### src/rtl/usr_pkg.sv
// rtl/usr_pkg.sv - shared mode/state types for the universal shift register
package usr_pkg;

    typedef enum logic [2:0] {
        MODE_HOLD = 3'd0,
        MODE_SHR  = 3'd1,
        MODE_SHL  = 3'd2,
        MODE_LOAD = 3'd3,
        MODE_ROR  = 3'd4,
        MODE_ROL  = 3'd5,
        MODE_ASR  = 3'd6,
        MODE_RSVD = 3'd7
    } usr_mode_e;

    typedef enum logic {
        ST_IDLE = 1'b0,
        ST_RUN  = 1'b1
    } usr_state_e;

    // Only modes that move bits are meaningful to repeat as a burst
    function automatic logic is_burst_mode(input logic [2:0] m);
        case (usr_mode_e'(m))
            MODE_SHR, MODE_SHL, MODE_ROR, MODE_ROL, MODE_ASR: is_burst_mode = 1'b1;
            default:                                          is_burst_mode = 1'b0;
        endcase
    endfunction

endpackage

### src/rtl/usr_shift_core.sv
// rtl/usr_shift_core.sv - combinational next-value mux shared by direct and burst paths
module usr_shift_core
    import usr_pkg::*;
#(
    parameter int WIDTH = 8
) (
    input  logic [WIDTH-1:0] q,
    input  logic [2:0]       mode,
    input  logic [WIDTH-1:0] p_din,
    input  logic             ser_in_msb,
    input  logic             ser_in_lsb,
    output logic [WIDTH-1:0] d
);

    always_comb begin
        d = q;
        case (usr_mode_e'(mode))
            MODE_SHR:  d = {ser_in_msb, q[WIDTH-1:1]};
            MODE_SHL:  d = {q[WIDTH-2:0], ser_in_lsb};
            MODE_LOAD: d = p_din;
            MODE_ROR:  d = {q[0], q[WIDTH-1:1]};
            MODE_ROL:  d = {q[WIDTH-2:0], q[WIDTH-1]};
            MODE_ASR:  d = {q[WIDTH-1], q[WIDTH-1:1]};
            default:   d = q;
        endcase
    end

endmodule

### src/rtl/usr_param.sv
// rtl/usr_param.sv - universal shift register with burst engine; USR_PARITY_EN adds parity output
module usr_param
    import usr_pkg::*;
#(
    parameter int WIDTH = 8,
    parameter int CNT_W = 4
) (
    input  logic             clk,
    input  logic             rst,
    input  logic             en,
    input  logic [2:0]       mode,
    input  logic [WIDTH-1:0] p_din,
    input  logic             ser_in_msb,
    input  logic             ser_in_lsb,
    input  logic             start,
    input  logic [CNT_W-1:0] burst_len,
    output logic [WIDTH-1:0] p_dout,
    output logic             ser_out_lsb,
    output logic             ser_out_msb,
    output logic             busy,
    output logic             done
`ifdef USR_PARITY_EN
    ,
    output logic             parity
`endif
);

    usr_state_e       state, state_nxt;
    logic [CNT_W-1:0] count, count_nxt;
    logic [2:0]       mode_q, mode_q_nxt;
    logic [WIDTH-1:0] q, q_nxt, core_d;
    logic             done_nxt;
    logic             valid_start;
    logic [2:0]       core_mode;

    assign core_mode = (state == ST_RUN) ? mode_q : mode;

    usr_shift_core #(.WIDTH(WIDTH)) u_core (
        .q          (q),
        .mode       (core_mode),
        .p_din      (p_din),
        .ser_in_msb (ser_in_msb),
        .ser_in_lsb (ser_in_lsb),
        .d          (core_d)
    );

    assign valid_start = start && (burst_len != '0) && is_burst_mode(mode);

    always_comb begin
        state_nxt  = state;
        count_nxt  = count;
        mode_q_nxt = mode_q;
        q_nxt      = q;
        done_nxt   = 1'b0;
        case (state)
            ST_IDLE: begin
                // A valid start only arms the engine; the register moves from the next edge
                if (valid_start) begin
                    state_nxt  = ST_RUN;
                    count_nxt  = burst_len;
                    mode_q_nxt = mode;
                end else if (en) begin
                    q_nxt = core_d;
                end
            end
            ST_RUN: begin
                q_nxt     = core_d;
                count_nxt = count - 1'b1;
                if (count == CNT_W'(1)) begin
                    state_nxt = ST_IDLE;
                    done_nxt  = 1'b1;
                end
            end
            default: state_nxt = ST_IDLE;
        endcase
    end

    always_ff @(posedge clk) begin
        if (!rst) begin
            state  <= ST_IDLE;
            count  <= '0;
            mode_q <= MODE_HOLD;
            q      <= '0;
            done   <= 1'b0;
        end else begin
            state  <= state_nxt;
            count  <= count_nxt;
            mode_q <= mode_q_nxt;
            q      <= q_nxt;
            done   <= done_nxt;
        end
    end

`ifdef USR_PARITY_EN
    always_ff @(posedge clk) begin
        if (!rst) parity <= 1'b0;
        else      parity <= ^q_nxt;
    end
`endif

    assign p_dout      = q;
    assign ser_out_lsb = q[0];
    assign ser_out_msb = q[WIDTH-1];
    assign busy        = (state == ST_RUN);

endmodule

### config.mk
export PLATFORM = sky130hd
export DESIGN_NAME = usr_param
export DESIGN_NICKNAME = d
export VERILOG_FILES = /design/src/rtl/usr_pkg.sv /design/src/rtl/usr_shift_core.sv /design/src/rtl/usr_param.sv
export SDC_FILE = /design/constraint.sdc
export NUM_CORES = 1
export LEC_CHECK = 0
export BUFFER_PORTS_ARGS = -buffer_cell sky130_fd_sc_hd__buf_2
export CORE_UTILIZATION = 37
export DETAILED_ROUTE_END_ITERATION = 10
export GPL_TIMING_DRIVEN = 0
export RECOVER_POWER = 25
export SLEW_MARGIN = 20
export SYNTH_ARGS = -nofsm -noshare
export SYNTH_HDL_FRONTEND = slang
export SYNTH_HIERARCHICAL = 1
export SYNTH_SLANG_ARGS = --single-unit
export TNS_END_PERCENT = 100
### constraint.sdc
create_clock -name clk -period 4.08 [get_ports clk]
set_input_delay 0.204 -clock clk [delete_from_list [all_inputs] [get_ports clk]]
set_output_delay 0.204 -clock clk [all_outputs]
set_load 0.1 [all_outputs]
# Word-level counts from Yosys, hierarchy flattened
# Cells that the tools add are included.
[word_totals] register_bits=17 input_bits=21 out_inout_bits=12 word_cells=41
[op_classes] n_addsub=1 n_eq_ne=15 mux=12 bitwise_logic=1 n_reduce_logical=7
[op_table] op="$pmux 8 s6" count=1
[op_table] op="$eq 3x3->1 const B" count=6
[op_table] op="$mux 8" count=2
[op_table] op="$pmux 8 s2" count=1
[op_table] op="$eq 3x2->1 const B" count=3
[op_table] op="$pmux 4 s2" count=1
[op_table] op="$eq 3x1->1 const B" count=2
[op_table] op="$ne 2x2->1 const B" count=3
[op_table] op="$reduce_and 2->1" count=3
[op_table] op="$reduce_or 5->1" count=1
[op_table] op="$eq 4x1->1 const B" count=1
[op_table] op="$mux 1" count=4
[op_table] op="$mux 4" count=1
[op_table] op="$reduce_bool 4->1" count=1
[op_table] op="$sub 4x1->4 const B" count=1
[op_table] op="$mux 3" count=1
[op_table] op="$logic_and 1x1->1" count=2
[op_table] op="$pmux 1 s2" count=1
[op_table] op="$not 1->1" count=1

# Logic depth before layout (Yosys ltp)
# Gate-level depths: netlist (run 1).
[depth] ltp_word=6 depth_mapped=10 depth_no_buf=6

# Cells and area by module
# The synthesis (run 1) kept the hierarchy.
[modules_own_cells] module="usr_param" instances=1 cells_per_inst=96 area_each_um2=834.6 seq_area_each_um2=340.3
[modules_own_cells] module="usr_shift_core" instances=1 cells_per_inst=82 area_each_um2=590.6 seq_area_each_um2=0.0

# Worst setup path before layout (run 1)
# OpenSTA, ideal clock, no wires.
[synth_timing] kind="register to register" from="reg state (netlist: busy)" to="reg q[7] (netlist: p_dout[7])" setup_time_ps=130 arrival_ps=2762 t_required_ps=3950 path_slack_ps=1188 path_stages_with_launch=11 path_buffers=4 period_less_slack_ps=2892 path_cell_list="dfxtp_1 -> clkbuf_1 -> clkbuf_1 -> mux2_2 -> buf_6 -> buf_8 -> nor2_1 -> nor3_1 -> a221o_1 -> nand2_1 -> mux2i_1"
[synth_between] elab_chain_len=6 elab_cells_between_ends=15 cone_classes="eq/ne: 8; mux: 5; bitwise: 1; reduce/logical: 1"
[synth_rtl] item="start: declaration" line_no="usr_param.sv:28" rtl="usr_state_e state, state_nxt;"
[synth_rtl] item="start signal: assignment" line_no="usr_param.sv:86" rtl="state <= state_nxt;"
[synth_rtl] item="$mux 3 (*)" line_no="usr_param.sv:36" rtl="assign core_mode = (state == ST_RUN) ? mode_q : mode;"
[synth_rtl] item="named net core_mode[0]" line_no="usr_param.sv:34" rtl="logic [2:0] core_mode;"
[synth_rtl] item="$eq 3x3->1 (tied with other cells)" line_no="usr_shift_core.sv:17" rtl="case (usr_mode_e'(mode))"
[synth_rtl] item="$pmux 8 s6 (*)" line_no="usr_shift_core.sv:17"
[synth_rtl] item="named net core_d[7]" line_no="usr_param.sv:31" rtl="logic [WIDTH-1:0] q, q_nxt, core_d;"
[synth_rtl] item="$mux 8" line_no="usr_param.sv:62" rtl="end else if (en) begin"
[synth_rtl] item="$mux 8" line_no="usr_param.sv:58" rtl="if (valid_start) begin"
[synth_rtl] item="$pmux 8 s2 (*)" line_no="usr_param.sv:55" rtl="case (state)"
[synth_rtl] item="end signal: assignment" line_no="usr_param.sv:89" rtl="q <= q_nxt;"
[synth_rtl] item="end: declaration" line_no="usr_param.sv:31"
# The timed path passes the listed nets; every way through them passes the cells marked *. The select of a mux whose other input is x is not followed.
# A chain may end at the register's enable or synchronous reset.

# Final worst setup path (run 1)
[layout_timing] from="reg state (netlist: busy)" to="reg q[0] (netlist: p_dout[0])"
# Same word-level chain as after synthesis.

==> key figures, run 1 <==
CTS
  – CTS resizes: 0
  – CTS tree: done
  – Clk Latency, worst-skew pair: 250 ps
  – CTS clk-pin slew, worst paths: 60 ps
  – CTS Hold Buffers Added: 0
  – Root Buffer: clkbuf_8
  – H-tree depth: 1
  – Setup Buffers After CTS: 0
  – TritonCTS buffer count: 3
  – Maximum clock path buffer count: 2
  – Clk sink count: 17

Global routing
  – Largest net degree at the start of global routing: 11
  – Antenna violations before repair: 0
  – Aggregate global-route resource usage: 18.8%
  – Grt ovf: 0
  – First-pass GRT wire length: 6110 um
  – Vias in the first global route: 1290

Synthesis
  – Most used DFF post-synth: dfxtp_1
  – Adder-cell share of the synthesized area: 1.76%
  – Post-synth EDFFs: 0
  – Xor and xnor area share after synthesis: 0.615%
  – Sequential-to-total area share from yosys stat: 23.9%
  – Compound-gate portion of the synthesized area: 20.1%
  – Top cell types by occurrence after synthesis: 25 x nand2_1, 17 x dfxtp_1, 17 x mux2i_1
  – Ys Warns: 6
  – Syn Nets: 201
  – Syn Area/Cell: 8.01 um2
  – Mapped cell area: 1430 um2
  – Count leader, synth: nand2_1
  – Yosys top cell by area: dfxtp_1
  – Synth unique cells: 46
  – Yosys reg bits: 17
  – Post-Synth Simple-Gate Area: 29.5%
  – Ys async rst share: 0%
  – Post-synthesis instance total: 178
  – Largest family of logic cells by synthesized area: simple AND/OR/NAND/NOR gates
  – Mux cell area share after synthesis: 15.1%
  – Synth top area share: 23.9%
  – Main area contributors after synthesis: dfxtp_1 24%, mux2i_1 12%, nand2_1 6.6%

STA
  – Worst slew margin: 23.0%
  – Skew final: 1.27 ps
  – Final hold viol count: 0
  – RSZ-0062 raised after global routing: no
  – Slew Viols, Final: 0
  – Setup violators final: 0
  – Worst Tran Pin Value: 1160 ps
  – Final period utilization: 62.5%
  – Period minus WS final: 2550 ps
  – Setup TNS: 0 ps
  – Max Fclk: 392 MHz

Min path
  – Worst hold-check path type: input pin to register

Placement
  – DP HPWL: 2660 um
  – Input/output buffers: 32
  – Placed cells: 258
  – GP Congestion: 0.860

Die
  – Chip width: 64.1 um
  – Die Y: 64.1 um
  – Rows: 22
  – Initial Util: 38.6%
  – Die area: 4100 um2
  – Core ar.: 3690 um2
  – # IOs: 33

Final layout
  – Layout Cells excl Fill: 262
  – # nets final: 238
  – Share of post-route cells with drive strength above 1: 24.3%
  – Number of diodes: 0
  – Fillers: 404
  – Area growth syn-to-layout: 18.1%

Routing
  – Post-route ant nets: 0
  – # DRC: 0
  – WL final: 3550 um
  – DR pass1 iterations: 4
  – Starting DRT DRC Count: 75
  – Vias per cell: 5.40
  – DR vias: 1415
  – Wirelength per Cell: 13.6 um

Power and ir drop
  – PwrDens: 396 nW/um2
  – Leakage power: 0.727 nW
  – IR drop worst, VDD: 0.135 mV

Worst setup path
  – Crit end category: register
  – Worst-path maximum fanout: 10
  – Data required time of the critical path: 4260 ps
  – Arrival time at the worst endpoint: 2730 ps
  – Worst Setup Start Kind: register
  – Reg-to-reg slack, setup: 1530 ps
  – WS Path Type: register to register

Run status
  – Status: finished clean

Job
  – Max_cap viols: 0
state kept, by name, summed over array words and instances (netlist names):
register,count
p_dout,8
count,4
busy,1
mode_q,3
done,1
layout make-up:
type                    count  area, um2  share of cell area (%)
clock buffers               4       45.0                    2.68
plain buffers              16        103                    6.10
well taps                  48       60.1                    3.57
repair buffers             32        153                    9.07
flip-flops and latches     17        340                    20.2
multi-input cells         138        956                    56.8
inverters                   7       26.3                    1.56
placed cells by master (no fill, tap or decap), types with 4 or more instances in the layout:
| cell type | count |
|---|---|
| nand3_1 | 5 |
| buf_2 | 30 |
| dfxtp_1 | 17 |
| nor2_1 | 9 |
| inv_1 | 7 |
| mux2_2 | 4 |
| a31oi_1 | 4 |
| nor2b_1 | 5 |
| and3b_1 | 6 |
| clkbuf_1 | 13 |
| o21ai_0 | 9 |
| mux2i_1 | 17 |
| nand2_1 | 25 |
| a21oi_1 | 8 |
| nor3_1 | 5 |
stage by stage:
stage | total power, W | util [%] | cell area, um2 | hold slack (ps) | setup slack [ps]
6_report | 0.000666 | 45.6 | 1680 | 185 | 1530
5_1_grt | 0.000712 | 45.6 | 1680 | 194 | 1320
4_1_cts | 0.000674 | 45.8 | 1690 | 180 | 1560
3_5_place_dp | 0.000546 | 44.6 | 1650 | 443 | 1570
3_3_place_gp | 0.000546 | 44.6 | 1650 | 441 | 1580
2_1_floorplan | 0.000482 | - | 1430 | 334 | 1190
critical path, stage by stage (launching register included):
cell	delay, ps
dfxtp_1	320
clkbuf_1	300
clkbuf_1	400
mux2_2	390
buf_2	170
buf_2	200
nand3b_1	100
o21ai_1	80
a221oi_2	290
nand2_1	80
mux2i_1	130
kinds of logic after synthesis:
logic type      count (synthesis)
compound gates                 40
simple gates                   74
buf+inv                        23
flops                          17
mux                            21
xor+xnor                        1
fa+ha+maj                       2
worst paths after layout:
check / from / endpoint / cells after the start
min: burst_len[2] / count[2] / 3
min reg2reg: mode_q[2] / mode_q[2] / 2
max: busy / p_dout[0] / 10
max reg2reg: busy / p_dout[0] / 10
report_power, final:
group	switching, W	total (W)	internal, W
Clock	0.0000546	0.000124	0.0000692
Combinational	0.000220	0.000330	0.000111
Sequential	0.0000263	0.000212	0.000185
Total	0.000301	0.000666	0.000365
per-layer routing:
metal / share of wire, % / routed length [um] / vias to the layer above / GRT usage [%]
met1: 49 / 1730 / 646 / 25.5
met4: 0.96 / 34 / 0 / 5.11
met3: 6.1 / 216 / 4 / 3.93
li1: - / - / 720 / -
met5: 0 / 0 / - / 0
met2: 44 / 1570 / 45 / 29.8
Note: power is estimated with default switching activity, not from simulation.
==> run 2: changes to the inputs <==
- clock period: 4.08 -> 2.6 ns (I/O delays scaled with it)
==> run 2 against run 1 <==
Compared with the run above: global-route usage grew 0.32 points; hold slack lost 81 ps; sequential power grew 58%; design area is essentially flat; clock skew grew 5.6 ps; fmax grew 17%; register-to-register slack lost 1100 ps; critical endpoint unchanged; largest power group unchanged.
==> key figures, run 2 (synthesized netlist as in run 1, its figures left out) <==
Run status
  – Status: finished clean

Routing
  – Wirelength per Cell: 13.6 um (+0.19%)
  – Vias per cell: 5.37 (-0.54%)
  – # DRC: 0 (unchanged)
  – Starting DRT DRC Count: 67 (-11%)
  – Post-route ant nets: 0 (unchanged)
  – DR pass1 iterations: 4 (unchanged)
  – DR vias: 1402 (-0.92%)
  – WL final: 3540 um (-0.20%)

Min path
  – Worst Hold Depth: 3 (unchanged)
  – Hold Path End: count[2]
  – HP Start: burst_len[2]
  – Worst hold-check path type: input pin to register

Die
  – Core ar.: 3690 um2 (unchanged)
  – # IOs: 33 (unchanged)
  – Chip width: 64.1 um (unchanged)
  – Initial Util: 38.6% (unchanged)
  – Rows: 22 (unchanged)
  – Die Y: 64.1 um (unchanged)
  – Die area: 4100 um2 (unchanged)

STA
  – Worst Tran Pin Value: 1160 ps (+2.21 ps)
  – Skew final: 6.90 ps (+5.63 ps)
  – Setup violators final: 0 (unchanged)
  – Slew Viols, Final: 0 (unchanged)
  – RSZ-0062 raised after global routing: no
  – Setup TNS: 0 ps (unchanged)
  – Final period utilization: 84.1% (+22 points)
  – Final hold viol count: 0 (unchanged)
  – Period minus WS final: 2190 ps (-364 ps)
  – Max Fclk: 457 MHz (+17%)
  – Worst slew margin: 22.9% (-0.15 points)
  – Hold_ws: 104 ps (-81.2 ps)

Final layout
  – Area growth syn-to-layout: 18.2% (about the same)
  – Most frequent cells in the layout: 31 x buf_2, 25 x nand2_1, 17 x mux2i_1
  – Number of diodes: 0 (unchanged)
  – Max reg flops: 8 (unchanged)
  – Most common cell after layout, fill and taps aside: buf_2
  – # nets final: 237 (-0.42%)
  – Core Util, Final: 45.7% (about the same)
  – Post-route cell area: 1680 um2 (about the same)
  – Share of post-route cells with drive strength above 1: 26.3% (+2.0 points)

Job
  – Max_cap viols: 0 (unchanged)

Global routing
  – Vias in the first global route: 1310 (+1.6%)
  – First-pass GRT wire length: 6180 um (+1.1%)
  – Grt ovf: 0 (unchanged)
  – Largest net degree at the start of global routing: 11 (unchanged)
  – Aggregate global-route resource usage: 19.1% (+0.32 points)
  – Antenna violations before repair: 0 (unchanged)

Power and ir drop
  – IR drop worst, VDD: 0.245 mV (+81%)
  – PwrDens: 623 nW/um2 (+57%)
  – Leakage power: 0.738 nW (+1.5%)

Worst setup path
  – CP cell instances: clkbuf_2 > mux2_2 > buf_2 > buf_2 > nand3b_1 > o21ai_1 > a221oi_2 > nand2_1 > mux2i_1
  – Arrival time at the worst endpoint: 2370 ps (-360 ps)
  – Crit-path max cell delay: 420 ps (+20 ps)
  – Worst-path maximum fanout: 10 (unchanged)
  – Reg-to-reg slack, setup: 410 ps (-1120 ps)
  – Cells on worst reg2reg path: 9 (-1)
  – Crit Reg-Reg Endpoint: p_dout[0]
  – Critical path's top delay family: buffers and inverters
  – Crit end category: register
  – CP max stage cell: dfxtp_2
  – Worst Setup Start Kind: register
  – Buf+Inv Stages, Crit Path: 3 (-1)
  – Data required time of the critical path: 2780 ps (-1480 ps)
  – Worst r2r src: busy
  – WS Path Type: register to register
  – Most used cell, CP: buf_2

CTS
  – Maximum clock path buffer count: 2 (unchanged)
  – CTS Hold Buffers Added: 0 (unchanged)
  – Clk sink count: 17 (unchanged)
  – Root Buffer: clkbuf_8
  – CTS tree: done
  – TritonCTS buffer count: 3 (unchanged)
  – CTS clk-pin slew, worst paths: 70 ps (about the same)
  – H-tree depth: 1 (unchanged)
  – Clk Latency, worst-skew pair: 250 ps (about the same)

Placement
  – DP HPWL: 2660 um (+0.32%)
  – GP Congestion: 0.840 (-2.3%)
  – DP Area: 1650 um2 (about the same)
  – Input/output buffers: 32 (unchanged)
-- run 2: through the flow --
| stage | worst slack, ps | std cells | power, W |
|---|---|---|---|
| after global placement | 94.7 | 258 | 0.000856 |
| after floorplan | 12.0 | 178 | 0.000757 |
| final | 414 | 261 | 0.00105 |
| after CTS | 85.9 | 262 | 0.00106 |
| after global routing | 255 | 261 | 0.00112 |
| after detailed placement | 113 | 258 | 0.000857 |
-- run 2: layout make-up --
| type | count | area, um2 |
|---|---|---|
| plain buffers | 15 | 100 |
| clock inverters | 1 | 5.00 |
| multi-input cells | 138 | 956 |
| inverters | 7 | 26.3 |
| clock buffers | 3 | 41.3 |
| fillers | 401 | 2000 |
| well taps | 48 | 60.1 |
| flip-flops and latches | 17 | 342 |
| repair buffers | 32 | 154 |
-- run 2: per-layer routing --
metal | vias up | wire (um) | GRT usage (%)
met5 | - | 0 | 0
met4 | 0 | 38 | 5.97
met3 | 5 | 156 | 3.39
met2 | 32 | 1660 | 30.2
met1 | 648 | 1690 | 26.1
li1 | 717 | - | -
-- run 2: worst max-delay path by stage --
stage               startpoint   endpoint  cells past startpoint  slack [ps]
detailed placement        busy  p_dout[0]                     10         110
finish                    busy  p_dout[0]                      9         410
global placement          busy  p_dout[0]                     10          90
global route              busy  p_dout[0]                      9         260
floorplan                 busy  p_dout[7]                     10          10
CTS                       busy  p_dout[0]                     10          90
-- run 2: what timing repair did --
action / CTS / global route
setup endpoints to repair: 0 / 8
buffers inserted: 0 / 0
gates resized for setup: 0 / 2
-- run 2: where the power goes --
group	total (W)	internal [W]	leakage, nW	switching [W]
Combinational	0.000515	0.000174	0.572	0.000341
Clock	0.000199	0.000106	0.0255	0.0000926
Sequential	0.000335	0.000291	0.140	0.0000435
-- run 2: tightest hold or removal path: stages --
cell and delay (ps):
buf_2 90, nand3_1 60, nand2_1 60
